==> config.mk <==
export PLATFORM = sky130hd
export DESIGN_NAME = seq_alu
export DESIGN_NICKNAME = d
export VERILOG_FILES = /design/src/rtl/seq_alu_pkg.sv /design/src/rtl/seq_alu_muldiv.sv /design/src/rtl/seq_alu.sv
export SDC_FILE = /design/constraint.sdc
export NUM_CORES = 1
export LEC_CHECK = 0
export BUFFER_PORTS_ARGS = -buffer_cell sky130_fd_sc_hd__buf_2
export CORE_ASPECT_RATIO = 2
export CORE_MARGIN = 2
export CORE_UTILIZATION = 51
export DETAILED_ROUTE_END_ITERATION = 12
export HOLD_SLACK_MARGIN = 0.1
export PLACE_DENSITY = 0.74
export SYNTH_ARGS = -nofsm -noshare
export SYNTH_HDL_FRONTEND = slang
export SYNTH_SLANG_ARGS = --single-unit
==> constraint.sdc <==
create_clock -name clk -period 9.5 [get_ports clk]
set_clock_uncertainty 0.2 [all_clocks]
set_input_delay 1.9 -clock clk [delete_from_list [all_inputs] [get_ports clk]]
set_output_delay 1.9 -clock clk [all_outputs]
set_load 0.02 [all_outputs]
==> src/rtl/seq_alu_pkg.sv <==
// Shared op codes, FSM state encoding and decode helpers for seq_alu.
// Build option SEQ_ALU_DIV_EN adds DIV/DIVU to the multi-cycle op set.
package seq_alu_pkg;

    localparam logic [4:0] OP_ADD   = 5'd0;
    localparam logic [4:0] OP_SUB   = 5'd1;
    localparam logic [4:0] OP_AND   = 5'd2;
    localparam logic [4:0] OP_OR    = 5'd3;
    localparam logic [4:0] OP_XOR   = 5'd4;
    localparam logic [4:0] OP_NOR   = 5'd5;
    localparam logic [4:0] OP_SLL   = 5'd6;
    localparam logic [4:0] OP_SRL   = 5'd7;
    localparam logic [4:0] OP_SRA   = 5'd8;
    localparam logic [4:0] OP_SLT   = 5'd9;
    localparam logic [4:0] OP_SLTU  = 5'd10;
    localparam logic [4:0] OP_MULT  = 5'd11;
    localparam logic [4:0] OP_MULTU = 5'd12;
    localparam logic [4:0] OP_DIV   = 5'd13;
    localparam logic [4:0] OP_DIVU  = 5'd14;
    localparam logic [4:0] OP_MFHI  = 5'd15;
    localparam logic [4:0] OP_MFLO  = 5'd16;
    localparam logic [4:0] OP_PASSB = 5'd17;

    typedef enum logic [2:0] {
        ST_IDLE = 3'd0,
        ST_EXEC = 3'd1,
        ST_MUL  = 3'd2,
        ST_DIV  = 3'd3,
        ST_DONE = 3'd4
    } state_t;

    function automatic logic is_div(input logic [4:0] op);
        return (op == OP_DIV) || (op == OP_DIVU);
    endfunction

    // Ops that occupy the iterative engine when the build supports them.
    function automatic logic is_muldiv(input logic [4:0] op);
`ifdef SEQ_ALU_DIV_EN
        return (op == OP_MULT) || (op == OP_MULTU) || is_div(op);
`else
        return (op == OP_MULT) || (op == OP_MULTU);
`endif
    endfunction

endpackage

==> src/rtl/seq_alu_muldiv.sv <==
// Iterative radix-2 shift-add multiplier / restoring divider (divider only with SEQ_ALU_DIV_EN).
// Latency: fin pulses WIDTH cycles after start; results hold until the next start. No backpressure.
module seq_alu_muldiv
    import seq_alu_pkg::*;
#(
    parameter int WIDTH = 32
) (
    input  logic             clk,
    input  logic             reset,
    input  logic             start,
    input  logic [4:0]       op,
    input  logic [WIDTH-1:0] a,
    input  logic [WIDTH-1:0] b,
    output logic             fin,
    output logic [WIDTH-1:0] res_hi,
    output logic [WIDTH-1:0] res_lo
);
    localparam int CW = $clog2(WIDTH);
    localparam logic [CW-1:0] LAST = CW'(WIDTH - 1);

    logic [WIDTH-1:0]   hi_r, lo_r, opd_r;
    logic [CW-1:0]      cnt;
    logic               run, neg_q, sgn;
    logic [WIDTH-1:0]   a_mag, b_mag;
    logic [WIDTH:0]     madd;
    logic [2*WIDTH-1:0] prod;

    // Iterate on magnitudes; the sign is re-applied on the way out.
    assign sgn   = (op == OP_MULT) || (op == OP_DIV);
    assign a_mag = (sgn && a[WIDTH-1]) ? -a : a;
    assign b_mag = (sgn && b[WIDTH-1]) ? -b : b;
    assign madd  = {1'b0, hi_r} + (lo_r[0] ? {1'b0, opd_r} : '0);
    assign prod  = neg_q ? -{hi_r, lo_r} : {hi_r, lo_r};

`ifdef SEQ_ALU_DIV_EN
    logic           div_r, neg_r;
    logic [WIDTH:0] rs, diff;

    assign rs     = {hi_r, lo_r[WIDTH-1]};
    assign diff   = rs - {1'b0, opd_r};
    assign res_lo = div_r ? (neg_q ? -lo_r : lo_r) : prod[WIDTH-1:0];
    assign res_hi = div_r ? (neg_r ? -hi_r : hi_r) : prod[2*WIDTH-1:WIDTH];
`else
    assign res_lo = prod[WIDTH-1:0];
    assign res_hi = prod[2*WIDTH-1:WIDTH];
`endif

    always_ff @(posedge clk or negedge reset) begin
        if (!reset) begin
            hi_r  <= '0;
            lo_r  <= '0;
            opd_r <= '0;
            cnt   <= '0;
            run   <= 1'b0;
            fin   <= 1'b0;
            neg_q <= 1'b0;
`ifdef SEQ_ALU_DIV_EN
            div_r <= 1'b0;
            neg_r <= 1'b0;
`endif
        end else begin
            fin <= 1'b0;
            if (start) begin
                run   <= 1'b1;
                cnt   <= '0;
                hi_r  <= '0;
                lo_r  <= a_mag;
                opd_r <= b_mag;
                neg_q <= sgn & (a[WIDTH-1] ^ b[WIDTH-1]);
`ifdef SEQ_ALU_DIV_EN
                div_r <= is_div(op);
                neg_r <= sgn & a[WIDTH-1];
`endif
            end else if (run) begin
                cnt <= cnt + 1'b1;
                if (cnt == LAST) begin
                    run <= 1'b0;
                    fin <= 1'b1;
                end
`ifdef SEQ_ALU_DIV_EN
                // lo_r shifts the dividend out and the quotient in; hi_r is the partial remainder.
                if (div_r) begin
                    if (!diff[WIDTH]) begin
                        hi_r <= diff[WIDTH-1:0];
                        lo_r <= {lo_r[WIDTH-2:0], 1'b1};
                    end else begin
                        hi_r <= rs[WIDTH-1:0];
                        lo_r <= {lo_r[WIDTH-2:0], 1'b0};
                    end
                end else
`endif
                {hi_r, lo_r} <= {madd, lo_r[WIDTH-1:1]};
            end
        end
    end

endmodule

==> src/rtl/seq_alu.sv <==
// Multi-cycle EX-stage ALU with flags, HI/LO mul/div; DIV/DIVU only with SEQ_ALU_DIV_EN.
// Latency: 2 cycles for ALU ops and divide-by-zero, WIDTH+2 for mul/div. start is dropped while busy or in the done cycle.
module seq_alu
    import seq_alu_pkg::*;
#(
    parameter int WIDTH = 32,
    parameter int SHW   = $clog2(WIDTH)
) (
    input  logic             clk,
    input  logic             reset,
    input  logic             start,
    input  logic [4:0]       select,
    input  logic             c_in,
    input  logic [WIDTH-1:0] a,
    input  logic [WIDTH-1:0] b,
    output logic [WIDTH-1:0] y,
    output logic [WIDTH-1:0] hi,
    output logic [WIDTH-1:0] lo,
    output logic             zero,
    output logic             negative,
    output logic             carry,
    output logic             overflow,
    output logic             div_zero,
    output logic             busy,
    output logic             done
);
    state_t           st;
    logic [WIDTH-1:0] a_q, b_q, bb, alu_y;
    logic [4:0]       sel_q;
    logic             cin_q, alu_c, alu_v;
    logic [WIDTH:0]   sum;
    logic             use_eng, eng_start, eng_fin;
    logic [WIDTH-1:0] eng_hi, eng_lo;

    // Divide-by-zero never enters the engine; it resolves in EXEC.
    assign use_eng   = is_muldiv(select) && !(is_div(select) && (b == '0));
    assign eng_start = (st == ST_IDLE) && start && use_eng;

    seq_alu_muldiv #(.WIDTH(WIDTH)) u_muldiv (
        .clk    (clk),
        .reset  (reset),
        .start  (eng_start),
        .op     (select),
        .a      (a),
        .b      (b),
        .fin    (eng_fin),
        .res_hi (eng_hi),
        .res_lo (eng_lo)
    );

    always_comb begin
        alu_y = '0;
        alu_c = 1'b0;
        alu_v = 1'b0;
        bb    = (sel_q == OP_SUB) ? ~b_q : b_q;
        sum   = {1'b0, a_q} + {1'b0, bb} + {{WIDTH{1'b0}}, cin_q};
        case (sel_q)
            OP_ADD, OP_SUB: begin
                alu_y = sum[WIDTH-1:0];
                alu_c = sum[WIDTH];
                alu_v = (a_q[WIDTH-1] == bb[WIDTH-1]) && (sum[WIDTH-1] != a_q[WIDTH-1]);
            end
            OP_AND:   alu_y = a_q & b_q;
            OP_OR:    alu_y = a_q | b_q;
            OP_XOR:   alu_y = a_q ^ b_q;
            OP_NOR:   alu_y = ~(a_q | b_q);
            OP_SLL:   alu_y = a_q << b_q[SHW-1:0];
            OP_SRL:   alu_y = a_q >> b_q[SHW-1:0];
            OP_SRA:   alu_y = $signed(a_q) >>> b_q[SHW-1:0];
            OP_SLT:   alu_y = {{(WIDTH-1){1'b0}}, $signed(a_q) < $signed(b_q)};
            OP_SLTU:  alu_y = {{(WIDTH-1){1'b0}}, a_q < b_q};
            OP_MFHI:  alu_y = hi;
            OP_MFLO:  alu_y = lo;
            OP_PASSB: alu_y = b_q;
            default:  alu_y = '0;
        endcase
    end

    always_ff @(posedge clk or negedge reset) begin
        if (!reset) begin
            st       <= ST_IDLE;
            a_q      <= '0;
            b_q      <= '0;
            sel_q    <= '0;
            cin_q    <= 1'b0;
            y        <= '0;
            hi       <= '0;
            lo       <= '0;
            zero     <= 1'b0;
            negative <= 1'b0;
            carry    <= 1'b0;
            overflow <= 1'b0;
            div_zero <= 1'b0;
            busy     <= 1'b0;
            done     <= 1'b0;
        end else begin
            case (st)
                ST_IDLE: if (start) begin
                    a_q   <= a;
                    b_q   <= b;
                    sel_q <= select;
                    cin_q <= c_in;
                    busy  <= 1'b1;
                    if (!use_eng) st <= ST_EXEC;
`ifdef SEQ_ALU_DIV_EN
                    else if (is_div(select)) st <= ST_DIV;
`endif
                    else st <= ST_MUL;
                end
                ST_EXEC: begin
                    busy <= 1'b0;
                    done <= 1'b1;
                    st   <= ST_DONE;
`ifdef SEQ_ALU_DIV_EN
                    if (is_div(sel_q)) begin
                        y        <= '1;
                        lo       <= '1;
                        hi       <= a_q;
                        div_zero <= 1'b1;
                        zero     <= 1'b0;
                        negative <= 1'b1;
                        carry    <= 1'b0;
                        overflow <= 1'b0;
                    end else
`endif
                    begin
                        y        <= alu_y;
                        zero     <= (alu_y == '0);
                        negative <= alu_y[WIDTH-1];
                        carry    <= alu_c;
                        overflow <= alu_v;
                    end
                end
                ST_MUL, ST_DIV: if (eng_fin) begin
                    hi       <= eng_hi;
                    lo       <= eng_lo;
                    y        <= eng_lo;
                    zero     <= (eng_lo == '0);
                    negative <= eng_lo[WIDTH-1];
                    carry    <= 1'b0;
                    overflow <= 1'b0;
                    if (st == ST_DIV) div_zero <= 1'b0;
                    busy     <= 1'b0;
                    done     <= 1'b1;
                    st       <= ST_DONE;
                end
                ST_DONE: begin
                    done <= 1'b0;
                    st   <= ST_IDLE;
                end
                default: st <= ST_IDLE;
            endcase
        end
    end

endmodule

==> results.yml <==
status:
  status: "finished, final reports clean"
power:
  power_density_nw_per_um2: 417.2
  p_leak_uw: 0.01172
  irDropWorstVdd_v: 0.0002718
global_routing:
  grt.total_usage_pct: 48.47
  antenna_found_initial: 9
  grt_overflow: 0
  first_global_vias: 25570
  grt_max_degree: 130
  grt_pass1_wl_um: 177600
drt:
  initialDrtViolationCount: 3488
  wl_um: 123900
  vias: 25980
  drc: 0
  via_per_inst: 7.044
  postRouteAntennaNets: 0
  first_pass_iters: 7
  wl_per_cell_um: 33.59
clock_tree:
  cts_sinks: 278
  htreeDepth: 1
  cts_hold_buf: 0
  cts_tree: "done"
  clock_latency_ns: 0.61
  post-cts-setup-buffers: 0
  clockBufferDepth: 3
  cts-buffers-inserted: 27
  clkTransAtPathRegs_ns: 0.07
  cts-root-buf: "clkbuf_16"
  ctsResizeCount: 0
floorplanning:
  io-pin-count: 176
  die_x_um: 160.1
  design.core.area_um2: 48210
  floorplan.rows: 114
  dieArea_um2: 50610
  fp.dieH_um: 316.2
  initial_core_util_pct: 51.54
synthesis:
  ys_ff_latch: 278
  synth_adder_area_share_pct: 8.550
  yosys-top-cells-area: "dfrtp_1, ha_1, o21ai_0"
  synth_edf_count: 0
  yosys.area_share.xor_xnor_pct: 6.803
  yosysTopAreaCell: "dfrtp_1"
  synth_cell_types: 89
  syn_avg_cell_area_um2: 8.355
  synth_warnings: 0
  synthFlopType: "dfrtp_1"
  yosysSeqAreaShare_pct: 28.00
  syn-num-nets: 3215
  synth_top_area_share_pct: 28.00
  yosys.area_share.simple_pct: 18.84
  synthTopCellsByCount: "nand2_1, o21ai_0, dfrtp_1"
  synth_top_family_by_area: "compound AO/OA/AOI/OAI gates"
  netlist_instances: 2974
  yosysMostFrequentCell: "nand2_1"
  synthArstFlopShare_pct: 100.0
  synth_compound_gate_area_share_pct: 21.45
  synth_area_um2: 24850
  synth.area.mux_share_pct: 11.16
sta:
  max_freq_ghz: 0.1601
  period_share_pct: 65.73
  hold_violations: 0
  slew-limit-headroom_pct: 7.365
  worstMarginPinSlew_ns: 1.390
  rsz0062_at_grt: "false"
  setup_violations: 0
  drv_slew: 0
  post-route-min-period_ns: 6.245
  fin_setup_tns_ns: 0
layout:
  layout.nets: 3268
  seq_area_um2: 6972
  area_delta_synth_final_pct: 8.887
  drive_gt1_share_pct: 13.30
  fillers: 4442
  finalNonFillerCells: 3688
  multi_input_area_um2: 16660
setup_path:
  r2r_setup_slack_ns: 3.26
  r2r_end: "zero$_DFFE_PN0P_"
  r2r_start: "sel_q[1]$_DFFE_PN0P_"
  cp-end-kind: "register"
  crit_arrival_ns: 6.59
  required_ns: 9.85
  start_kind: "register"
  worstSetupPathType: "reg2reg"
  worst-r2r-cell-count: 17
  cp_max_fo: 32
min_path:
  hold_depth: 2
  hold_end: "y[8]$_DFFE_PN0P_"
  hold_class: "reg2reg"
  hp-start: "y[8]$_DFFE_PN0P_"
job:
  drv_cap: 0
placement:
  dp.cells: 3635
  place_congestion: 1.113
  dp_hpwl_um: 94400
  port_buffers: 174
[cell type report]
| type | instances | area share (%) |
|---|---|---|
| diodes | 6 | 0.05549 |
| clock buffers | 35 | 2.867 |
| clock inverters | 11 | 0.4578 |
| inverters | 108 | 1.498 |
| multi-input cells | 2383 | 61.58 |
| flip-flops and latches | 278 | 25.77 |
| well taps | 638 | 2.950 |
| repair buffers | 229 | 4.828 |
[metal layers]
| metal | GRT usage [%] | share of wire (%) | up-vias |
|---|---|---|---|
| li1 | - | - | 10940 |
| met4 | 50.76 | 13 | 4 |
| met1 | 50.39 | 32 | 12560 |
| met2 | 77.29 | 45 | 1804 |
| met5 | 0 | 0.019 | - |
| met3 | 12.40 | 9.7 | 676 |
[cell usage in the layout, fill, tap and decap left out, types with 17 or more instances in the layout]
cell,Yosys,layout
clkbuf_16,0,27
nor3_1,49,47
o21ai_0,318,318
mux2i_1,117,117
buf_4,8,54
xnor2_1,105,105
o31ai_1,36,36
a31oi_1,17,17
inv_1,108,108
a21oi_1,130,130
xor2_1,88,88
nor2b_1,26,25
a211oi_1,24,23
buf_2,24,173
mux2_2,39,39
nor2_1,176,176
dfrtp_1,278,272
nand2_1,407,405
a22oi_1,44,44
o41ai_1,21,21
nand3_1,61,60
or3_1,18,18
a221oi_1,33,33
mux4_2,51,51
ha_1,165,165
a21o_1,24,24
nand2b_1,44,44
nand4_1,29,29
o22ai_1,22,22
o211ai_1,17,17
nor4_1,30,28
and2_1,45,44
or4_1,21,21
[registers in the layout (all words and copies together), names as in the netlist, 3 cells and up]
register and flops:
a_q 32, b_q 32, hi 32, lo 32, u_muldiv.hi_r 32, u_muldiv.lo_r 32
u_muldiv.opd_r 32, y 32, sel_q 5, u_muldiv.cnt 5, st 3
[logic make-up after synthesis]
logic type,count (synthesis)
AO/OA/AOI/OAI,831
XOR/XNOR,193
adder cells (fa/ha/maj),168
buffers and inverters,313
flip-flops,278
multiplexers,208
other,1
AND/OR/NAND/NOR,982
[per-stage QoR]
stage | power, uW | worst slack [ns] | area [um2] | hold WS [ns] | utilization [%]
global placement | 9565 | 3.470 | 26130 | 0.2498 | 54.20
finish | 11290 | 3.255 | 27060 | 0.2666 | 56.12
detailed placement | 9683 | 3.307 | 26130 | 0.2531 | 54.20
floorplan | 6988 | 4.612 | 24850 | 0.2311 | -
global route | 11710 | 2.976 | 27040 | 0.3028 | 56.10
CTS | 10870 | 3.313 | 27030 | 0.2680 | 56.07
[worst max-delay path by stage]
stage	from	to	slack, ns	cells after the start
floorplan	b_q[0]$_DFFE_PN0P_	zero$_DFFE_PN0P_	4.61	19
global placement	sel_q[1]$_DFFE_PN0P_	zero$_DFFE_PN0P_	3.47	17
detailed placement	sel_q[1]$_DFFE_PN0P_	zero$_DFFE_PN0P_	3.31	17
CTS	sel_q[1]$_DFFE_PN0P_	zero$_DFFE_PN0P_	3.31	17
global route	sel_q[1]$_DFFE_PN0P_	zero$_DFFE_PN0P_	2.98	17
finish	sel_q[1]$_DFFE_PN0P_	zero$_DFFE_PN0P_	3.26	17
[critical path, cell delays in order, from the launching register on]
cell       delay, ns
dfrtp_1         0.79
nor2_1          0.22
nand2_2         0.09
buf_4           0.49
xnor2_1         0.18
fa_1            0.44
fa_1            0.44
nor2b_1         0.16
o31ai_1         0.16
nor4b_1         0.19
o21ai_0         0.23
o211ai_1        0.15
a2111oi_0       0.72
nand4_1         0.29
nor4_2          0.70
nand4_1         0.19
nor4_1          0.33
a41o_1          0.20
[report_power, final]
part | switching [uW] | internal (uW) | total [uW]
registers | 922 | 1610 | 2530
clock network | 521 | 629 | 1150
logic | 4910 | 2690 | 7600
Power figures use the tool's default switching activity.
